[src/rtl/adxl345_uart_formatter.sv]
// adxl345_uart_formatter: serialises a packed BCD XYZ reading as an 8N1 UART text line
// Ports: Clk_i clock; Reset_i async active-low reset; Data_Available_i/Data_i capture request
// and packed BCD word; Tx_o serial line (idle high); Busy_o frame in flight; Frame_Done_o
// end-of-frame pulse; Overrun_o pulse for a request dropped while busy.
// Define ADXL345_CRLF_EN to append CR LF after the 21-byte line.
module adxl345_uart_formatter #(
  parameter int CLKS_PER_BIT = 434
) (
  input  logic        Clk_i,
  input  logic        Reset_i,
  input  logic        Data_Available_i,
  input  logic [32:0] Data_i,
  output logic        Tx_o,
  output logic        Busy_o,
  output logic        Frame_Done_o,
  output logic        Overrun_o
);
  typedef enum logic [2:0] {IDLE, START, DATA, STOP, NEXT} state_t;
`ifdef ADXL345_CRLF_EN
  localparam logic [4:0] LAST_IDX = 5'd22;
`else
  localparam logic [4:0] LAST_IDX = 5'd20;
`endif
  localparam logic [15:0] BIT_END = 16'(CLKS_PER_BIT - 1);
  state_t      state_q, state_d;
  logic [15:0] baud_q, baud_d;
  logic [2:0]  bit_q, bit_d;
  logic [4:0]  idx_q, idx_d;
  logic [32:0] word_q, word_d;
  logic        tx_q, tx_d, busy_q, busy_d, done_q, done_d, ovr_q, ovr_d;
  logic [7:0]  byte_c;
  logic        bit_end;
  function automatic logic [7:0] asc(input logic [3:0] d);
    return (d > 4'd9) ? 8'h23 : 8'h30 + {4'h0, d};
  endfunction
  assign bit_end = baud_q == BIT_END;
  always_comb begin
    case (idx_q)
      5'd0:    byte_c = 8'h58;
      5'd1:    byte_c = 8'h3D;
      5'd2:    byte_c = asc({1'b0, word_q[26:24]});
      5'd3:    byte_c = 8'h2E;
      5'd4:    byte_c = asc(word_q[7:4]);
      5'd5:    byte_c = asc(word_q[3:0]);
      5'd7:    byte_c = 8'h59;
      5'd8:    byte_c = 8'h3D;
      5'd9:    byte_c = asc({1'b0, word_q[29:27]});
      5'd10:   byte_c = 8'h2E;
      5'd11:   byte_c = asc(word_q[15:12]);
      5'd12:   byte_c = asc(word_q[11:8]);
      5'd14:   byte_c = 8'h5A;
      5'd15:   byte_c = 8'h3D;
      5'd16:   byte_c = asc({1'b0, word_q[32:30]});
      5'd17:   byte_c = 8'h2E;
      5'd18:   byte_c = asc(word_q[23:20]);
      5'd19:   byte_c = asc(word_q[19:16]);
`ifdef ADXL345_CRLF_EN
      5'd21:   byte_c = 8'h0D;
      5'd22:   byte_c = 8'h0A;
`endif
      default: byte_c = 8'h20;
    endcase
  end
  always_ff @(posedge Clk_i or negedge Reset_i) begin
    if (!Reset_i) begin
      state_q <= IDLE;
      baud_q  <= '0;
      bit_q   <= '0;
      idx_q   <= '0;
      word_q  <= '0;
      tx_q    <= 1'b1;
      busy_q  <= 1'b0;
      done_q  <= 1'b0;
      ovr_q   <= 1'b0;
    end else begin
      state_q <= state_d;
      baud_q  <= baud_d;
      bit_q   <= bit_d;
      idx_q   <= idx_d;
      word_q  <= word_d;
      tx_q    <= tx_d;
      busy_q  <= busy_d;
      done_q  <= done_d;
      ovr_q   <= ovr_d;
    end
  end
  // baud counter restarts at every bit boundary and is held at zero outside the bit states
  always_comb begin
    state_d = state_q;
    baud_d  = (state_q inside {IDLE, NEXT} || bit_end) ? '0 : baud_q + 16'd1;
    bit_d   = bit_q;
    idx_d   = idx_q;
    word_d  = word_q;
    unique case (state_q)
      IDLE:  if (Data_Available_i) begin
        state_d = START;
        word_d  = Data_i;
        idx_d   = '0;
      end
      START: if (bit_end) begin
        state_d = DATA;
        bit_d   = '0;
      end
      DATA:  if (bit_end) begin
        bit_d   = bit_q + 3'd1;
        state_d = (bit_q == 3'd7) ? STOP : DATA;
      end
      STOP:  if (bit_end) state_d = NEXT;
      NEXT:  begin
        state_d = (idx_q == LAST_IDX) ? IDLE : START;
        idx_d   = (idx_q == LAST_IDX) ? idx_q : idx_q + 5'd1;
      end
      default: state_d = IDLE;
    endcase
  end
  // outputs are registered from the next state so the start bit lands the cycle after capture
  always_comb begin
    tx_d   = (state_d == START) ? 1'b0 : (state_d == DATA) ? byte_c[bit_d] : 1'b1;
    busy_d = state_d != IDLE;
    done_d = (state_q == NEXT) && (state_d == IDLE);
    ovr_d  = Data_Available_i && (state_q != IDLE);
  end
  assign Tx_o         = tx_q;
  assign Busy_o       = busy_q;
  assign Frame_Done_o = done_q;
  assign Overrun_o    = ovr_q;
endmodule

[config.mk]
export PLATFORM = sky130hd
export DESIGN_NAME = adxl345_uart_formatter
export DESIGN_NICKNAME = d
export VERILOG_FILES = /design/src/rtl/adxl345_uart_formatter.sv
export SDC_FILE = /design/constraint.sdc
export NUM_CORES = 1
export LEC_CHECK = 0
export CORE_ASPECT_RATIO = 1.2
export CORE_UTILIZATION = 56
export DETAILED_ROUTE_END_ITERATION = 16
export PLACE_DENSITY = 0.79
export SLEW_MARGIN = 15
export SYNTH_ARGS = -nofsm -noshare
export SYNTH_HDL_FRONTEND = slang
export SYNTH_SLANG_ARGS = --single-unit
[constraint.sdc]
create_clock -name Clk_i -period 3.52 [get_ports Clk_i]
set_clock_uncertainty 0.1 [all_clocks]
set_input_delay 0.528 -clock Clk_i [delete_from_list [all_inputs] [get_ports Clk_i]]
set_output_delay 0.528 -clock Clk_i [all_outputs]
set_load 0.05 [all_outputs]
Yosys cells after proc, flatten, opt, wreduce, memory -nomap -nowiden --
Index checks and enable logic that the tools add are counted. W data, S select, Z words.
Word-level totals: bits in registers 64, bits of input ports 36, output and inout port bits 4, logic and storage cells 100
Cells by class: add/subtract/negate cells 12, magnitude comparators 10, eq/ne operators 28, multiplexer cells 28, reduce and logical (&&, ||, !) cells 13
Operator list (count):
- $pmux W7 S14 | 1
- $mux W7 | 9
- $add A6 B4 Y7 const A | 6
- $eq A5 B4 Y1 const B | 7
- $eq A5 B5 Y1 const B | 5
- $gt A4 B4 Y1 const B | 6
- $add A6 B3 Y7 const A | 3
- $mux W3 | 6
- $add A16 B1 Y16 const B | 1
- $eq A16 B9 Y1 const B | 1
- $mux W16 | 1
- $eq A5 B3 Y1 const B | 3
- $pmux W3 S5 | 1
- $gt A3 B4 Y1 const B | 3
- $eq A5 B2 Y1 const B | 2
- $mux W5 | 2
- $pmux W5 S2 | 1
- $eq A3 B2 Y1 const B | 3
- $eq A3 B1 Y1 const B | 2
- $eq A3 B3 Y1 const B | 2
- $logic_not A3 Y1 | 2
- $pmux W3 S2 | 1
- $reduce_bool A3 Y1 | 2
- $reduce_or A3 Y1 | 2
- other kinds (13) | 19

Depth between registers and ports, before layout --
word-level depth 7, gate-level depth with buffers 13, mapped depth without buffers 12

Worst setup path after synthesis --
No wires, ideal clock.
path type reg2reg, from register baud_q[3], to register tx_q (netlist: Tx_o), setup time 0.085 ns, data arrival time 3.054 ns, data required time 3.335 ns, slack 0.281 ns, stages on the path, launching flop included 11, path buffers 1, period minus slack after synthesis 3.239 ns, path through dfrtp_1 or4_4 or4_4 buf_6 ha_1 a31oi_1 o221a_2 or4_1 a21oi_1 a32o_1 o31ai_2
Between the ends: cells in the longest elaborated chain, start to end 7, elaborated cells between the ends (all ways) 14, classes of those cells eq/ne: 3; mux: 11
RTL lines:
- start: declaration | RTL line 26 | logic [15:0] baud_q, baud_d;
- start signal: assignment | RTL line 77 | baud_q <= baud_d;
- $eq A16 B9 Y1 (*) | RTL line 36 | assign bit_end = baud_q == BIT_END;
- $mux W3, on equally long branches | RTL line 104, 100
- $pmux W3 S2 (*) | RTL line 94 | unique case (state_q)
- named net bit_d[0] | RTL line 27 | logic [2:0] bit_q, bit_d;
- $bmux W1 S3 (*) | RTL line 118 | tx_d = (state_d == START) ? 1'b0 : (state_d == DATA) ? byte_c[bit_d] : 1'b1;
- $mux W1 (implied by the code) (*) | RTL line 118
- $mux W1 (*) (2 in series) | RTL line 118
- named net tx_d | RTL line 30 | logic tx_q, tx_d, busy_q, busy_d, done_q, done_d, ovr_q, ovr_d;
- end signal: assignment | RTL line 81 | tx_q <= tx_d;
- end: declaration | RTL line 30
The timed path passes the listed nets; every way through them passes the cells marked *. The select of a mux whose other input is x is not followed. A chain may end at the register's enable or synchronous reset.

Worst setup path in the final report --
Ends and elaborated chain as after synthesis.

==> flow_metrics.py <==
metrics = {
    "hold_path": {
        "worstHoldPathType": "in2async",
    },
    "timing": {
        "slew_viol_final": 0,
        "worstMarginPinSlew_ns": 0.761,
        "fin_crit_ns": 3.38,
        "clock.fmax_ghz": 0.296,
        "whs_ns": 0.0804,
        "finalSetupTns_ns": 0,
        "setup_viol": 0,
        "rsz0062_at_grt": "no",
        "period_share": 0.961,
        "hold_viol": 0,
        "slew-limit-headroom": 0.486,
    },
    "status": {
        "outcome": "complete, no violations",
    },
    "place": {
        "dpl.hpwl_mm": 5.50,
        "place_area_um2": 4020,
        "place.gp.congestion": 0.866,
        "portBuffers": 39,
    },
    "setup_path": {
        "crit_path_start_kind": "flip-flop",
        "r2r_cells": 9,
        "crit_type": "reg2reg",
        "reg2reg_slack_ns": 0.14,
        "regToRegStartpoint": "baud_q[3]",
        "critPathCaptureType": "flip-flop",
        "reg2reg_to": "Tx_o",
        "required_ns": 3.68,
        "crit_fanout": 7,
        "worstPathArrival_ns": 3.54,
    },
    "power_and_ir_drop": {
        "power.leakage_nw": 1.90,
        "ir_drop_uv": 324,
        "p_per_area_nw_per_um2": 335,
    },
    "synthesis": {
        "synth_area_um2": 3570,
        "synth_async_sr_flop_share": 1.00,
        "synth_nets": 392,
        "synth_seq_area_share": 0.448,
        "synth_enable_flop_cells": 0,
        "ys.flop_type": "dfrtp_1",
        "synthCells": 346,
        "ys_warn_count": 0,
        "avgSynthCellArea_um2": 10.3,
        "ys_ff_latch": 64,
        "ys_types": 57,
    },
    "routing": {
        "drt_iter0_markers": 110,
        "dr.pass1.iters": 4,
        "wl_per_cell_um": 15.7,
        "finalWirelength_mm": 7.39,
        "drc": 0,
        "viasPerCell": 5.94,
        "num_vias": 2800,
        "ant_nets": 0,
    },
    "clocking": {
        "cts-root-buf": "clkbuf_8",
        "cts_sinks": 64,
        "insertion_delay_ns": 0.35,
        "cts.repair.resized": 0,
        "h-tree-depth": 3,
        "ctsHoldBuffers": 0,
        "cts_tree": "yes",
        "path_clk_slew_ns": 0.08,
        "clockBufferDepth": 2,
        "numCtsBuffers": 9,
        "cts_setup_buffers": 0,
    },
    "floorplanning": {
        "die_h_um": 89.5,
        "ios": 40,
        "die_w_um": 74.9,
        "coreArea_um2": 6090,
        "die_area_um2": 6710,
        "initial_core_util": 0.587,
        "rows": 31,
    },
    "grt": {
        "grt.total_usage": 0.244,
        "grt_max_degree": 39,
        "grt_pass1_vias": 2684,
        "grt_overflow": 0,
        "antenna_found_initial": 0,
        "grt_pass1_wl_mm": 12.1,
    },
    "finish": {
        "mostFrequentLayoutCells": "63 x dfrtp_1, 38 x clkdlybuf4s50_1, 36 x mux2_2",
        "syn_to_final_growth_pct": 17.9,
        "layout-drive-gt1-share": 0.172,
        "stdcell_area_um2": 4220,
        "final_nets": 430,
        "antenna-diode-count": 0,
        "mostFrequentLayoutCell": "dfrtp_1",
    },
    "flow_run": {
        "drv_cap": 0,
    },
}
## cell type report
class | count | area [µm²]
Multi-Input combinational cell | 259 | 1880
Timing Repair Buffer | 41 | 400
Clock buffer | 9 | 124
Inverter | 9 | 33.8
Sequential cell | 64 | 1600
Tap cell | 82 | 103
Clock inverter | 7 | 71.3
Fill cell | 513 | 1870
## cell families (layout without fill, tap and decap cells)
family,count (synthesis),after routing,synth area share
buf+inv,23,66,0.0266
xor+xnor,15,15,0.0368
mux,37,37,0.116
fa+ha+maj,10,10,0.0350
compound gates,69,69,0.134
simple gates,128,128,0.203
flops,64,64,0.448
## critical path, stage by stage, from the launching register on
cell and delay (ns):
dfrtp_1 0.44, or4_4 0.57, or4_4 0.56, ha_1 0.31, a31oi_1 0.08, o221a_2 0.33
or4_1 0.53, a21oi_1 0.16, a32o_1 0.16, o31ai_2 0.06
## synthesized netlist by cell type (7+ instances only)
library cell,n,share of area
dfrtp_1,63,0.44
mux2_2,36,0.11
nor2_1,31,0.033
nand3_1,21,0.029
o21ai_0,18,0.025
nand2_1,16,0.017
clkbuf_1,11,0.012
ha_1,10,0.035
and3_1,9,0.016
inv_1,9,0.0094
xor2_1,8,0.020
a21oi_1,7,0.0098
nand4_1,7,0.012
xnor2_1,7,0.017
## how the worst max path moves through the flow
stage              start   end  cells after the start
3_5_place_dp   baud_q[3]  Tx_o                      9
6_report       baud_q[3]  Tx_o                      9
3_3_place_gp   baud_q[3]  Tx_o                      9
5_1_grt        baud_q[3]  Tx_o                      9
2_1_floorplan  baud_q[3]  Tx_o                     10
4_1_cts        baud_q[3]  Tx_o                      9
## through the flow
| stage | setup slack [ns] | total power, mW | cells | utilization |
|---|---|---|---|---|
| floorplan | 0.281 | 0.753 | 346 | - |
| global placement | 0.250 | 0.806 | 455 | 0.660 |
| detailed placement | 0.191 | 0.808 | 455 | 0.660 |
| CTS | 0.161 | 1.42 | 471 | 0.692 |
| global route | 0.0198 | 1.47 | 471 | 0.692 |
| finish | 0.138 | 1.41 | 471 | 0.692 |
## flip-flops by register name, summed over array words and instances, names as in the netlist
signal and cells:
state_q 3, idx_q 5, baud_q 16, bit_q 3, Tx_o 1, Overrun_o 1
word_q 33, Busy_o 1, Frame_Done_o 1
## routing by layer
layer / vias up / part of all wire / routed length [µm] / track usage
met3: 14 / 0.033 / 245 / 0.0440
li1: 1354 / - / - / -
met2: 65 / 0.53 / 3910 / 0.427
met5: - / 0 / 0 / 0
met1: 1367 / 0.42 / 3070 / 0.285
met4: 0 / 0.022 / 160 / 0.118
## where the power goes
group,switching [mW],internal [mW]
Sequential,0.000124,0.736
Clock,0.296,0.326
Combinational,0.0212,0.0351
Total,0.317,1.10
No activity file was read; power rests on OpenSTA's default activity.
